$ cat src/rtl/clock_rate_monitor.sv
// clock_rate_monitor
// Samples a slow clock in the fast clock domain, detects its edges, measures
// period and high time in fast-clock cycles, and reports lock when
// consecutive periods agree and loss when rising edges stop arriving.
module clock_rate_monitor #(
  parameter int CNT_W      = 16,
  parameter int TIMEOUT    = 50000,
  parameter int TOLERANCE  = 2,
  parameter int LOCK_COUNT = 4
) (
  input  logic             clock,
  input  logic             reset,
  input  logic             sampleClock,
  output logic             risePulse,
  output logic             fallPulse,
  output logic [CNT_W-1:0] period,
  output logic [CNT_W-1:0] highTime,
  output logic             periodValid,
  output logic             locked,
  output logic             lost
);

  typedef enum logic [1:0] {
    SEARCH  = 2'd0,
    ACQUIRE = 2'd1,
    LOCKED  = 2'd2,
    LOST    = 2'd3
  } state_t;

  localparam logic [CNT_W-1:0] CNT_MAX = CNT_W'(TIMEOUT - 1);
  localparam logic [CNT_W:0]   TOL     = (CNT_W+1)'(TOLERANCE);
  localparam logic [3:0]       LOCK_N  = 4'(LOCK_COUNT);

  state_t state;
  state_t stateNext;

  logic             s1;
  logic             s2;
  logic             s3;
  logic             rise;
  logic             fall;

  logic [CNT_W-1:0] cnt;
  logic [CNT_W-1:0] cntPlus;
  logic [CNT_W-1:0] cntNext;
  logic [CNT_W-1:0] prevPeriod;
  logic [CNT_W-1:0] prevNext;
  logic [CNT_W-1:0] periodNext;
  logic [CNT_W-1:0] highNext;
  logic [3:0]       matchCount;
  logic [3:0]       matchInc;
  logic [3:0]       mcNext;
  logic             havePrev;
  logic             havePrevNext;

  logic [CNT_W:0]   diff;
  logic [CNT_W:0]   absDiff;
  logic             match;
  logic             tracking;
  logic             timeout;
  logic             lockHit;
  logic             publish;
  logic             entry;

  logic             pvNext;
  logic             lockedNext;
  logic             lostNext;

  // Edge detection on the synchronised slow clock
  assign rise = s2 & ~s3;
  assign fall = ~s2 & s3;

  // Measurement arithmetic shared by the FSM and the output decode
  always_comb begin
    cntPlus  = cnt + CNT_W'(1);
    diff     = {1'b0, cntPlus} - {1'b0, prevPeriod};
    absDiff  = diff[CNT_W] ? ((CNT_W+1)'(0) - diff) : diff;
    match    = (absDiff <= TOL);
    tracking = (state == ACQUIRE) || (state == LOCKED);
    // A rise on the saturation cycle is a legal edge, so it masks the timeout
    timeout  = tracking && !rise && (cnt == CNT_MAX);
    publish  = tracking && rise;
    entry    = rise && ((state == SEARCH) || (state == LOST));
    matchInc = (matchCount == 4'hF) ? matchCount : matchCount + 4'd1;
    if (!havePrev) begin
      mcNext = '0;
    end else if (match) begin
      mcNext = matchInc;
    end else begin
      mcNext = '0;
    end
    lockHit  = havePrev && (mcNext == LOCK_N);
  end

  // State register
  always_ff @(posedge clock) begin
    if (!reset) begin
      state <= SEARCH;
    end else begin
      state <= stateNext;
    end
  end

  // Next-state decode; rise always wins over a coincident timeout
  always_comb begin
    stateNext = state;
    unique case (state)
      SEARCH: begin
        if (rise) stateNext = ACQUIRE;
      end
      ACQUIRE: begin
        if (rise) begin
          if (lockHit) stateNext = LOCKED;
        end else if (timeout) begin
          stateNext = LOST;
        end
      end
      LOCKED: begin
        if (rise) begin
          if (!match) stateNext = ACQUIRE;
        end else if (timeout) begin
          stateNext = LOST;
        end
      end
      LOST: begin
        if (rise) stateNext = ACQUIRE;
      end
      default: stateNext = SEARCH;
    endcase
  end

  // Output and datapath next-value decode
  always_comb begin
    cntNext      = rise ? '0 : ((cnt == CNT_MAX) ? cnt : cntPlus);
    periodNext   = publish ? cntPlus : period;
    prevNext     = publish ? cntPlus : prevPeriod;
    pvNext       = publish;
    highNext     = (tracking && fall) ? cntPlus : highTime;
    // Entry from SEARCH/LOST discards history: the first interval is unreferenced
    havePrevNext = havePrev;
    mcNext_sel: begin end
    if (entry) begin
      havePrevNext = 1'b0;
    end else if (publish) begin
      havePrevNext = 1'b1;
    end
    lockedNext   = (stateNext == LOCKED);
    lostNext     = lost;
    if (stateNext == LOST) begin
      lostNext = 1'b1;
    end else if (stateNext == LOCKED) begin
      lostNext = 1'b0;
    end
  end

  // Synchroniser, counter, measurement and registered outputs
  always_ff @(posedge clock) begin
    if (!reset) begin
      s1          <= 1'b0;
      s2          <= 1'b0;
      s3          <= 1'b0;
      cnt         <= '0;
      matchCount  <= '0;
      prevPeriod  <= '0;
      havePrev    <= 1'b0;
      risePulse   <= 1'b0;
      fallPulse   <= 1'b0;
      period      <= '0;
      highTime    <= '0;
      periodValid <= 1'b0;
      locked      <= 1'b0;
      lost        <= 1'b0;
    end else begin
      s1          <= sampleClock;
      s2          <= s1;
      s3          <= s2;
      cnt         <= cntNext;
      if (entry) begin
        matchCount <= '0;
      end else if (publish) begin
        matchCount <= mcNext;
      end
      prevPeriod  <= prevNext;
      havePrev    <= havePrevNext;
      risePulse   <= rise;
      fallPulse   <= fall;
      period      <= periodNext;
      highTime    <= highNext;
      periodValid <= pvNext;
      locked      <= lockedNext;
      lost        <= lostNext;
    end
  end

endmodule
$ cat config.mk
export PLATFORM = sky130hd
export DESIGN_NAME = clock_rate_monitor
export DESIGN_NICKNAME = d
export VERILOG_FILES = /design/src/rtl/clock_rate_monitor.sv
export SDC_FILE = /design/constraint.sdc
export NUM_CORES = 1
export LEC_CHECK = 0
export ABC_CLOCK_PERIOD_IN_PS = 10300
export BUFFER_PORTS_ARGS = -buffer_cell sky130_fd_sc_hd__buf_2
export CAP_MARGIN = 20
export CORE_MARGIN = 2
export CORE_UTILIZATION = 65
export CTS_CLUSTER_DIAMETER = 200
export DETAILED_ROUTE_END_ITERATION = 10
export PLACE_DENSITY = 0.86
export SLEW_MARGIN = 15
export SYNTH_ARGS = -nofsm -noshare
export SYNTH_HDL_FRONTEND = slang
export SYNTH_SLANG_ARGS = --single-unit
$ cat constraint.sdc
create_clock -name clock -period 10.3 [get_ports clock]
set_input_delay 2.06 -clock clock [delete_from_list [all_inputs] [get_ports clock]]
set_output_delay 2.06 -clock clock [all_outputs]
set_load 0.02 [all_outputs]
# After elaboration in Yosys (flattened, before gate mapping)

Index checks and enable logic that the tools add are counted.

Register bits after elaboration: 63
Logic and storage cells: 59
Bits of input ports: 3

Order comparisons: 1
Multiplexer cells: 13
Reductions and logical operators: 14
Bitwise gates (word level): 5
Equality and inequality tests: 8
Add/subtract/negate cells: 4

Operator list:

| cell                  | count |
|---|---|
| $le 17x2->1 const B   | 1 |
| $mux 17               | 1 |
| $sub 1x17->17 const A | 1 |
| $sub 16x16->17        | 1 |
| $add 16x1->16 const B | 1 |
| $eq 16x16->1 const B  | 1 |
| $mux 2                | 6 |
| $mux 4                | 3 |
| $eq 2x2->1 const B    | 4 |
| $logic_and 1x1->1     | 6 |
| $pmux 2 s3            | 1 |
| $reduce_or 2->1       | 3 |
| $add 4x1->4 const B   | 1 |
| $eq 4x3->1 const B    | 1 |
| $eq 4x4->1 const B    | 1 |
| $not 1->1             | 3 |
| $and 1x1->1           | 2 |
| $eq 2x1->1 const B    | 1 |
| $logic_not 2->1       | 1 |
| $logic_or 1x1->1      | 2 |
| $mux 1                | 2 |
| $reduce_bool 2->1     | 1 |
| $logic_not 1->1       | 1 |

# Longest topological paths before layout

Gate-level depths: netlist of the first run.

Depth in word-level cells: 15
Mapped depth: 20
Mapped depth without buffers: 18

# Worst setup path after synthesis of the first run

Ideal clock, no wire load.

Path type: reg2reg
Start: register cnt[4]
End: register matchCount[0]
Cell stages (with the launch flop): 21
Setup time: 58 ps
Period minus slack after synthesis: 4203 ps
Path buffers: 2
Slack: 6097 ps
Data arrival time: 4145 ps
Required time: 10242 ps
Cell sequence: dfxtp_1 and3_1 nand3_1 nor2b_1 nand4_1 xor2_1 inv_1 ha_1 clkbuf_1 a21o_1 a211oi_1 o21ai_1 o32a_1 buf_2 a211oi_1 a311oi_1 a311oi_1 nand4_1 nor4b_4 and4_1 o21a_1

Longest elaborated chain between the ends: 7

Ends and longest elaborated chain:

| what                   | RTL line | RTL |
|---|---|---|
| start, declared        | 43       | `logic [CNT_W-1:0] cnt;` |
| start signal, assigned | 177      | `cnt <= cntNext;` |
| $add 16x1->16 (*)      | 75       | `cntPlus = cnt + CNT_W'(1);` |
| net cntPlus[13]        | 44       | `logic [CNT_W-1:0] cntPlus;` |
| $sub 16x16->17 (*)     | 76       | `diff = {1'b0, cntPlus} - {1'b0, prevPeriod};` |
| $sub 1x17->17          | 77       | `absDiff = diff[CNT_W] ? ((CNT_W+1)'(0) - diff) : diff;` |
| $mux 17 (*)            | 77       |  |
| $le 17x2->1 (*)        | 78       | `match = (absDiff <= TOL);` |
| $mux 4 (*)             | 87       | `end else if (match) begin` |
| $mux 4 (*)             | 85       | `if (!havePrev) begin` |
| end signal, assigned   | 181      | `matchCount <= mcNext;` |
| end, declared          | 50       | `logic [3:0] matchCount;` |

The timed path passes the listed nets; every way through them passes the cells marked *.
A chain may end at the register's enable or synchronous reset.

# Worst setup path in the final report of the first run

Start: register cnt[0]
End: register matchCount[2]

The elaborated chain is that of the path after synthesis.

==> impl_metrics.env, run 1 <==
export IMPL_start_util_pct=66.6
export IMPL_grt_pass1_wl_mm=16.7
export IMPL_layout_nets=559
export IMPL_p_sw_share_pct=37.3
export IMPL_critPathSlowestCell="dfxtp_1"
export IMPL_fin_util_pct=73.2
export IMPL_netlist_area_mm2=0.00418
export IMPL_crit_path_start_kind="flop"
export IMPL_grt_pass1_vias=3665
export IMPL_routed_via_density=6.27
export IMPL_io_pins=40
export IMPL_wl_per_cell_um=16.2
export IMPL_area_growth_syn_to_layout_pct=9.91
export IMPL_rsz0062_at_grt="false"
export IMPL_drtAntennaViolNets=0
export IMPL_die_height_um=84.2
export IMPL_grt_start_max_net_pins=46
export IMPL_worst_path_max_fanout=10
export IMPL_num_rows=29
export IMPL_worstPathArrival_ns=5.16
export IMPL_numPortBuffers=39
export IMPL_crit_required_ns=10.56
export IMPL_drt_iter0_drc=217
export IMPL_multi_input_area_mm2=0.00264
export IMPL_syn_nets=529
export IMPL_syn_inst=505
export IMPL_final_max_slew_viol_count=0
export IMPL_grt_antenna_before_repair=0
export IMPL_p_clk_share_pct=30.8
export IMPL_vias=3867
export IMPL_irDropWorstVdd_v=0.000154
export IMPL_overflow=0
export IMPL_synth_yosys_seq_area_share_pct=30.2
export IMPL_yosysWarningCount=0
export IMPL_cp_startpoint="cnt[0]"
export IMPL_totalWireLength_mm=9.99
export IMPL_final_cell_mix="dfxtp_1 (63), nand2_1 (61), inv_1 (42), buf_2 (39), nor2_1 (35)"
export IMPL_whs_path_depth=1
export IMPL_routabilityCongestion=0.887
export IMPL_synth_edff_count=0
export IMPL_worst_clock_skew_ns=0.0144
export IMPL_pwr_density_cell_mw_per_mm2=177
export IMPL_leakage_nw=2.41
export IMPL_synth_lib_cells_used_distinct=82
export IMPL_max_slew_worst_pin_slew_ns=0.726
export IMPL_setup_violations=0
export IMPL_cts_buffers=9
export IMPL_synth_avg_cell_area_um2=8.28
export IMPL_cts_tree="done"
export IMPL_holdWs_ns=0.442
export IMPL_dp_hpwl_mm=7.21
export IMPL_drt_first_pass_iters=5
export IMPL_nFillCells=461
export IMPL_cts_buffer_depth=2
export IMPL_status="complete, no violations"
export IMPL_h_tree_depth=3
export IMPL_drive_above_1_share_pct=15.9
export IMPL_drc=0
export IMPL_core_mm2=0.00628
export IMPL_max_slew_margin_pct=51.6
export IMPL_postCtsHoldBufs=0
export IMPL_min_path_type="flop to flop"
export IMPL_yosys_most_used_dff="dfxtp_1"
export IMPL_fmaxAchievable_mhz=204
export IMPL_insertion_delay_ns=0.35
export IMPL_period_minus_slack_ns=4.90
export IMPL_hp_start="s1"
export IMPL_regArea_mm2=0.00126
export IMPL_clkSinkCount=63
export IMPL_cts_root_buf="clkbuf_8"
export IMPL_hold_viol_final=0
export IMPL_tns_ns=0
export IMPL_clk_pin_slew_ns=0.08
export IMPL_period_share_pct=47.5
export IMPL_drv_cap=0
export IMPL_die_area_mm2=0.00709
export IMPL_ys_async_sr_fraction_pct=0
export IMPL_power_switching_w=0.000303
export IMPL_cts_resized=0
export IMPL_comb_power_share_pct=37.4
export IMPL_power_frac_seq_pct=31.8
export IMPL_diodes=0
export IMPL_post_cts_setup_buffers=0
export IMPL_r2r_slack_ns=5.40
export IMPL_r2r_cells=17
export IMPL_crit_path_cell_trace="ha_1 -> and3_1 -> nand3_1 -> xor2_1 -> inv_1 -> ha_1 -> and2_1 -> a211oi_1 -> o21ai_1 -> o32a_1 -> a211oi_1 -> a311oi_1 -> a311oi_1 -> nand4_1 -> nor4b_4 -> a21oi_1 -> nor3b_1"
export IMPL_internal_power_w=0.000510
export IMPL_worstSetupPathType="flop to flop"
export IMPL_final_common_cell="dfxtp_1"
export IMPL_die_w_um=84.2
export IMPL_grt_util_all_layers_pct=28.7
export IMPL_ys_ff_latch=63
export IMPL_endpoint_kind="flop"
export IMPL_cpPeakStageDelay_ns=0.50
export IMPL_reg2reg_from="cnt[0]"
final cells by class:
type,count,area share [%]
Clock buffer,9,2.70
Inverter,42,3.43
Tap cell,77,2.10
Sequential cell,63,27.5
Multi-Input combinational cell,378,57.5
Clock inverter,7,2.26
Timing Repair Buffer,41,4.58
sequential cells by signal, summed over array words and instances, names as in the netlist:
name and cells:
s2 1, state 2, risePulse 1, s3 1, prevPeriod 16, havePrev 1
matchCount 4, cnt 16, highTime 16, locked 1, lost 1, s1 1
periodValid 1, fallPulse 1
through the flow:
step	cell area, um2	worst slack (ns)	cells	power [W]
2_1_floorplan	4180	6.10	505	0.000512
5_1_grt	4590	4.93	617	0.000856
4_1_cts	4590	5.43	617	0.000809
3_5_place_dp	4370	5.48	601	0.000562
6_report	4590	5.40	617	0.000813
3_3_place_gp	4370	5.61	601	0.000556
critical path: cells and delay by family (launching register included):
kind | cells | cell delay [ns]
flip-flops | 1 | 0.50
AO/OA/AOI/OAI | 7 | 1.69
adder cells (fa/ha/maj) | 2 | 0.62
XOR/XNOR | 1 | 0.38
buffers and inverters | 1 | 0.09
AND/OR/NAND/NOR | 6 | 1.54
final timing paths:
check / endpoint
max reg2reg: matchCount[2]
max: matchCount[2]
min reg2reg: s2
min: s2
Yosys cell counts (all sizes together) (5+ instances only):
| cell type | count | area [um2] |
|---|---|---|
| o22ai | 5 | 37.5 |
| a21o | 6 | 46.3 |
| xor2 | 12 | 105 |
| inv | 42 | 158 |
| a211oi | 6 | 45.0 |
| o211a | 31 | 310 |
| o21ai | 13 | 65.1 |
| a21oi | 25 | 140 |
| clkbuf | 15 | 56.3 |
| o21a | 6 | 45.0 |
| ha | 20 | 250 |
| dfxtp | 63 | 1260 |
| nand4 | 11 | 68.8 |
| or3 | 5 | 40.0 |
| a21boi | 5 | 37.5 |
| buf | 7 | 68.8 |
| nor2b | 5 | 31.3 |
| nand3 | 16 | 85.1 |
| nor2 | 36 | 138 |
| nand2 | 61 | 229 |
| and3 | 9 | 58.8 |
| nor3 | 10 | 50.1 |
| xnor2 | 16 | 148 |
| mux2i | 5 | 50.1 |
| or2 | 5 | 31.3 |
| and2 | 12 | 77.6 |
power groups by stage:
stage / sequential (W) / clock [W] / combinational [W]
floorplan: 0.000269 / 0 / 0.000242
global placement: 0.000264 / 0 / 0.000292
detailed placement: 0.000264 / 0 / 0.000298
CTS: 0.000259 / 0.000251 / 0.000300
global route: 0.000260 / 0.000260 / 0.000336
finish: 0.000259 / 0.000250 / 0.000304
metal layers:
layer  GRT usage [%]  part of all wire, %  up-vias
met5               0                    0        -
met4            12.9                  3.1        0
met3            5.11                  4.6       33
met2            48.4                   48      120
met1            35.8                   44     1843
li1                -                    -     1871
kinds of logic (layout without fill, tap and decap cells):
family,after synthesis,count (layout),synth area share [%]
xor gates and xnor gates,28,28,6.05
buffers and inverters,64,99,6.77
AOI/OAI and AO/OA,131,131,24.9
muxes,5,5,1.20
and+or+nand+nor,193,193,24.4
adders and majority gates,21,21,6.47
DFF,63,63,30.2
Note: power is estimated with default switching activity, not from simulation.
==> run 2, diff against run 1 <==
- ABC_CLOCK_PERIOD_IN_PS: 10300 -> 4700
- CORE_UTILIZATION: 65 -> 60
- PLACE_DENSITY: 0.86 -> 0.81
- clock period: 10.3 -> 4.7 ns (I/O delays scaled with it)
==> run 2 against run 1 <==
Clock power increased by 120%. Flip-flop and latch count stayed put. Register-to-register slack lost 5.2 ns. Largest power group unchanged.
==> impl_metrics.env, run 2 (synthesis results as in run 1) <==
export IMPL_fmaxAchievable_mhz=221
export IMPL_design_area_mm2=0.00480
export IMPL_cts_tree="done"
export IMPL_hold_viol_final=0
export IMPL_die_area_mm2=0.00765
export IMPL_pwr_density_cell_mw_per_mm2=383
export IMPL_core_mm2=0.00676
export IMPL_grt_pass1_vias=3534
export IMPL_critPathSlowestCell="a2111oi_0"
export IMPL_power_switching_w=0.000684
export IMPL_clk_pin_slew_ns=0.08
export IMPL_postCtsHoldBufs=0
export IMPL_cts_root_buf="clkbuf_8"
export IMPL_drv_cap=0
export IMPL_drt_iter0_drc=229
export IMPL_h_tree_depth=3
export IMPL_comb_power_share_pct=39.2
export IMPL_fin_total_pwr_w=0.00184
export IMPL_worst_clock_skew_ns=0.0162
export IMPL_final_max_slew_viol_count=0
export IMPL_grt_antenna_before_repair=0
export IMPL_final_cell_mix="dfxtp_1 (62), nand2_1 (61), inv_1 (42), buf_2 (39), nor2_1 (33)"
export IMPL_grt_start_max_net_pins=46
export IMPL_status="complete, no violations"
export IMPL_grt_util_all_layers_pct=26.1
export IMPL_setup_violations=0
export IMPL_totalWireLength_mm=10.4
export IMPL_grt_pass1_wl_mm=15.9
export IMPL_die_w_um=87.5
export IMPL_cts_buffer_depth=2
export IMPL_drt_first_pass_iters=5
export IMPL_crit_top_cell="and4_1"
export IMPL_top_regs="cnt x16, highTime x16, prevPeriod x16"
export IMPL_irDropWorstVdd_v=0.000295
export IMPL_max_slew_margin_pct=47.0
export IMPL_drtAntennaViolNets=0
export IMPL_period_share_pct=96.4
export IMPL_wl_per_cell_um=16.4
export IMPL_worstPathArrival_ns=4.78
export IMPL_max_slew_worst_pin_slew_ns=0.789
export IMPL_endpoint_kind="flop"
export IMPL_vias=3951
export IMPL_tns_ns=0
export IMPL_place_detailed_instances=614
export IMPL_area_growth_syn_to_layout_pct=14.9
export IMPL_p_clk_share_pct=29.9
export IMPL_clkSinkCount=63
export IMPL_crit_path_cell_trace="ha_1 -> and3_1 -> nand3_2 -> nor2_1 -> xnor2_2 -> inv_1 -> ha_2 -> nor4_1 -> a2111oi_0 -> o311a_1 -> buf_4 -> nor4_2 -> and4_1 -> o211a_1 -> o21bai_1 -> nor4b_4 -> and4_1 -> o21a_1"
export IMPL_leakage_nw=2.48
export IMPL_crit_path_start_kind="flop"
export IMPL_drive_above_1_share_pct=21.2
export IMPL_drc=0
export IMPL_start_util_pct=61.9
export IMPL_cpPeakStageDelay_ns=0.48
export IMPL_p_sw_share_pct=37.2
export IMPL_nFillCells=503
export IMPL_diodes=0
export IMPL_overflow=0
export IMPL_power_frac_seq_pct=30.9
export IMPL_dp_hpwl_mm=7.14
export IMPL_layout_nets=572
export IMPL_min_path_type="flop to flop"
export IMPL_die_height_um=87.5
export IMPL_routed_via_density=6.24
export IMPL_num_rows=30
export IMPL_insertion_delay_ns=0.35
export IMPL_cts_buffers=9
export IMPL_io_pins=40
export IMPL_numPortBuffers=39
export IMPL_internal_power_w=0.00115
export IMPL_period_minus_slack_ns=4.53
export IMPL_routabilityCongestion=0.917
export IMPL_worstSetupPathType="flop to flop"
export IMPL_dpl_cell_area_mm2=0.00444
export IMPL_final_common_cell="dfxtp_1"
export IMPL_crit_required_ns=4.95
export IMPL_worst_path_max_fanout=11
export IMPL_stdcell_count=633
run 2: cell types whose count changed in the layout (fill, tap and decap cells not counted), sizes merged:
cell,previous run,this run
buf,41,54
clkinvlp,0,2
inv,45,43
clkbuf,9,10
clkinv,2,1
run 2: timing repair:
item | in CTS | in global routing
endpoints found under the setup margin | 1 | 8
gates resized for setup | 1 | 21
pin swaps | 0 | 5
buffers inserted | 0 | 3
run 2: layout make-up:
type | count | area, um2 | share of cell area (%)
multi-input combinational | 378 | 2740 | 57.1
sequential | 63 | 1260 | 26.3
timing repair buffer | 54 | 308 | 6.41
inverter | 42 | 158 | 3.28
clock buffer | 10 | 138 | 2.87
tap | 80 | 100 | 2.09
clock inverter | 6 | 92.6 | 1.93
run 2: critical path, delay by kind of cell, from the launching register on:
family / cells / cell delay (ns)
xor+xnor: 1 / 0.19
flops: 1 / 0.41
simple gates: 8 / 1.39
fa+ha+maj: 2 / 0.66
buf+inv: 2 / 0.24
compound gates: 5 / 1.53
run 2: power groups by stage:
stage / Clock, W / Sequential (W) / Combinational, W
5_1_grt: 0.000569 / 0.000570 / 0.000770
4_1_cts: 0.000553 / 0.000567 / 0.000666
6_report: 0.000550 / 0.000568 / 0.000719
2_1_floorplan: 0 / 0.000590 / 0.000531
3_5_place_dp: 0 / 0.000579 / 0.000661
3_3_place_gp: 0 / 0.000578 / 0.000637
run 2: through the flow:
stage | hold slack [ns] | setup slack (ns) | utilization, %
after global placement | 0.414 | 0.262 | 65.8
final | 0.438 | 0.167 | 71.0
after detailed placement | 0.419 | 0.0664 | 65.8
after floorplan | 0.412 | 0.497 | -
after global routing | 0.443 | -0.0597 | 71.0
after CTS | 0.440 | 0.0348 | 69.2
run 2: path summary, 6_finish.rpt:
path,startpoint,endpoint,slack (ns),cells past startpoint
hold / removal,s1,s2,0.44,1
setup reg to reg,cnt[1],matchCount[0],0.17,18
setup / recovery,cnt[1],matchCount[0],0.17,18
hold reg to reg,s1,s2,0.44,1
run 2: per-layer routing:
metal	global-route usage, %	wire, um	vias to the layer above
met5	0	0	-
met4	10.2	292	0
met3	4.17	491	30
met2	44.8	5090	134
met1	32.5	4520	1879
li1	-	-	1908
==> run 3, diff against run 2 <==
- ABC_CLOCK_PERIOD_IN_PS: 4700 -> 4300
- CORE_MARGIN: 2 -> 5
- clock period: 4.7 -> 4.3 ns (I/O delays scaled with it)
==> run 3 against run 2 <==
Register-to-register slack lost 0.16 ns. Flip-flop and latch count is the same. Count of clock-buffer cells in the layout grew 1. Worst setup slack lost 0.16 ns. Largest cell class unchanged. Largest power group unchanged.
==> impl_metrics.env, run 3 (synthesis results as in run 1) <==
export IMPL_numPortBuffers=39
export IMPL_leakage_nw=2.67
export IMPL_layout_nets=607
export IMPL_worst_clock_skew_ns=0.0101
export IMPL_vias=4302
export IMPL_min_path_type="flop to flop"
export IMPL_io_pins=40
export IMPL_area_growth_syn_to_layout_pct=25.8
export IMPL_num_rows=30
export IMPL_max_slew_margin_pct=51.7
export IMPL_totalWireLength_mm=12.7
export IMPL_grt_pass1_vias=3878
export IMPL_hold_viol_final=0
export IMPL_endpoint_kind="flop"
export IMPL_grt_util_all_layers_pct=25.6
export IMPL_die_area_mm2=0.00873
export IMPL_critPathTopFamily="compound AO/OA/AOI/OAI gates"
export IMPL_insertion_delay_ns=0.36
export IMPL_critPathSlowestCell="nor4b_4"
export IMPL_p_sw_share_pct=37.3
export IMPL_period_share_pct=99.9
export IMPL_place_detailed_instances=657
export IMPL_power_frac_seq_pct=28.3
export IMPL_clkSinkCount=63
export IMPL_h_tree_depth=3
export IMPL_drt_iter0_drc=528
export IMPL_pwr_density_cell_mw_per_mm2=418
export IMPL_worstSetupPathType="flop to flop"
export IMPL_status="complete, no violations"
export IMPL_final_cell_mix="nand2_1 (61), dfxtp_1 (59), buf_4 (50), inv_1 (42), buf_2 (39)"
export IMPL_worst_path_max_fanout=5
export IMPL_postCtsHoldBufs=0
export IMPL_comb_power_share_pct=44.0
export IMPL_core_mm2=0.00679
export IMPL_cts_root_buf="clkbuf_8"
export IMPL_stdcell_count=684
export IMPL_drc=0
export IMPL_start_util_pct=61.5
export IMPL_nFillCells=425
export IMPL_max_slew_worst_pin_slew_ns=0.725
export IMPL_grt_pass1_wl_mm=18.1
export IMPL_crit_path_cell_trace="ha_2 -> and3_4 -> nand3_1 -> xor2_2 -> inv_1 -> ha_1 -> a21oi_1 -> o21ai_2 -> or2_2 -> o221ai_4 -> o2111a_1 -> o311ai_0 -> o211a_1 -> o21bai_1 -> nor4b_4 -> and4_1 -> o21a_1"
export IMPL_dpl_cell_area_mm2=0.00467
export IMPL_p_clk_share_pct=27.7
export IMPL_cts_buffer_depth=2
export IMPL_drv_cap=0
export IMPL_worstPathArrival_ns=4.60
export IMPL_holdWs_ns=0.438
export IMPL_grt_antenna_before_repair=0
export IMPL_cts_buffers=9
export IMPL_critPathBufInv=1
export IMPL_top_regs="cnt x16, highTime x16, prevPeriod x16"
export IMPL_overflow=0
export IMPL_routed_via_density=6.29
export IMPL_period_minus_slack_ns=4.30
export IMPL_setup_violations=0
export IMPL_cpPeakStageDelay_ns=0.40
export IMPL_drive_above_1_share_pct=30.3
export IMPL_power_switching_w=0.000821
export IMPL_final_max_slew_viol_count=0
export IMPL_drtAntennaViolNets=0
export IMPL_cts_tree="done"
export IMPL_die_height_um=93.5
export IMPL_final_common_cell="nand2_1"
export IMPL_dp_hpwl_mm=8.06
export IMPL_wl_per_cell_um=18.5
export IMPL_tns_ns=0
export IMPL_design_area_mm2=0.00526
export IMPL_crit_path_start_kind="flop"
export IMPL_routabilityCongestion=0.928
export IMPL_grt_start_max_net_pins=46
export IMPL_fmaxAchievable_mhz=233
export IMPL_diodes=0
export IMPL_clk_pin_slew_ns=0.08
export IMPL_crit_required_ns=4.60
export IMPL_fin_util_pct=77.4
export IMPL_drt_first_pass_iters=6
export IMPL_die_w_um=93.5
export IMPL_irDropWorstVdd_v=0.000269
export IMPL_internal_power_w=0.00138
run 3: worst paths after layout:
kind | start | end | slack (ns) | cells past startpoint
worst min-delay path | s1 | s2 | 0.44 | 1
worst max register to register | cnt[0] | matchCount[0] | 0.004 | 17
worst min register to register | s1 | s2 | 0.44 | 1
worst max-delay path | cnt[0] | matchCount[0] | 0.004 | 17
run 3: repair_timing:
item / CTS / global route
cloned: 0 / 0
setup buffers: 1 / 10
setup endpoints to repair: 7 / 8
pin swaps: 4 / 16
gates resized for setup: 8 / 51
run 3: final cells by class:
class	instances	area (um2)	share of cell area, %
Timing Repair Buffer	89	571	10.8
Sequential cell	63	1270	24.1
Tap cell	96	120	2.28
Clock inverter	5	80.1	1.52
Clock buffer	11	151	2.88
Inverter	42	158	3.00
Multi-Input combinational cell	378	2910	55.3
run 3: layer usage:
layer / GRT usage, % / up-vias / share of wire (%)
met5: 0 / - / 0
met4: 9.16 / 0 / 3.9
met3: 4.75 / 56 / 6.0
met2: 44.3 / 214 / 50
met1: 31.7 / 2067 / 40
li1: - / 1965 / -
run 3: power by group through the flow:
stage	Combinational (W)	Clock (W)	Sequential, W
2_1_floorplan	0.000581	0	0.000645
3_3_place_gp	0.000759	0	0.000631
3_5_place_dp	0.000786	0	0.000632
4_1_cts	0.000806	0.000604	0.000620
5_1_grt	0.00103	0.000637	0.000623
6_report	0.000968	0.000609	0.000621
run 3: stage by stage:
| stage | power (W) | setup slack, ns |
|---|---|---|
| 2_1_floorplan | 0.00123 | 0.0967 |
| 3_3_place_gp | 0.00139 | 0.0675 |
| 3_5_place_dp | 0.00142 | -0.0458 |
| 4_1_cts | 0.00203 | 0.0159 |
| 5_1_grt | 0.00229 | -0.234 |
| 6_report | 0.00220 | 0.00377 |
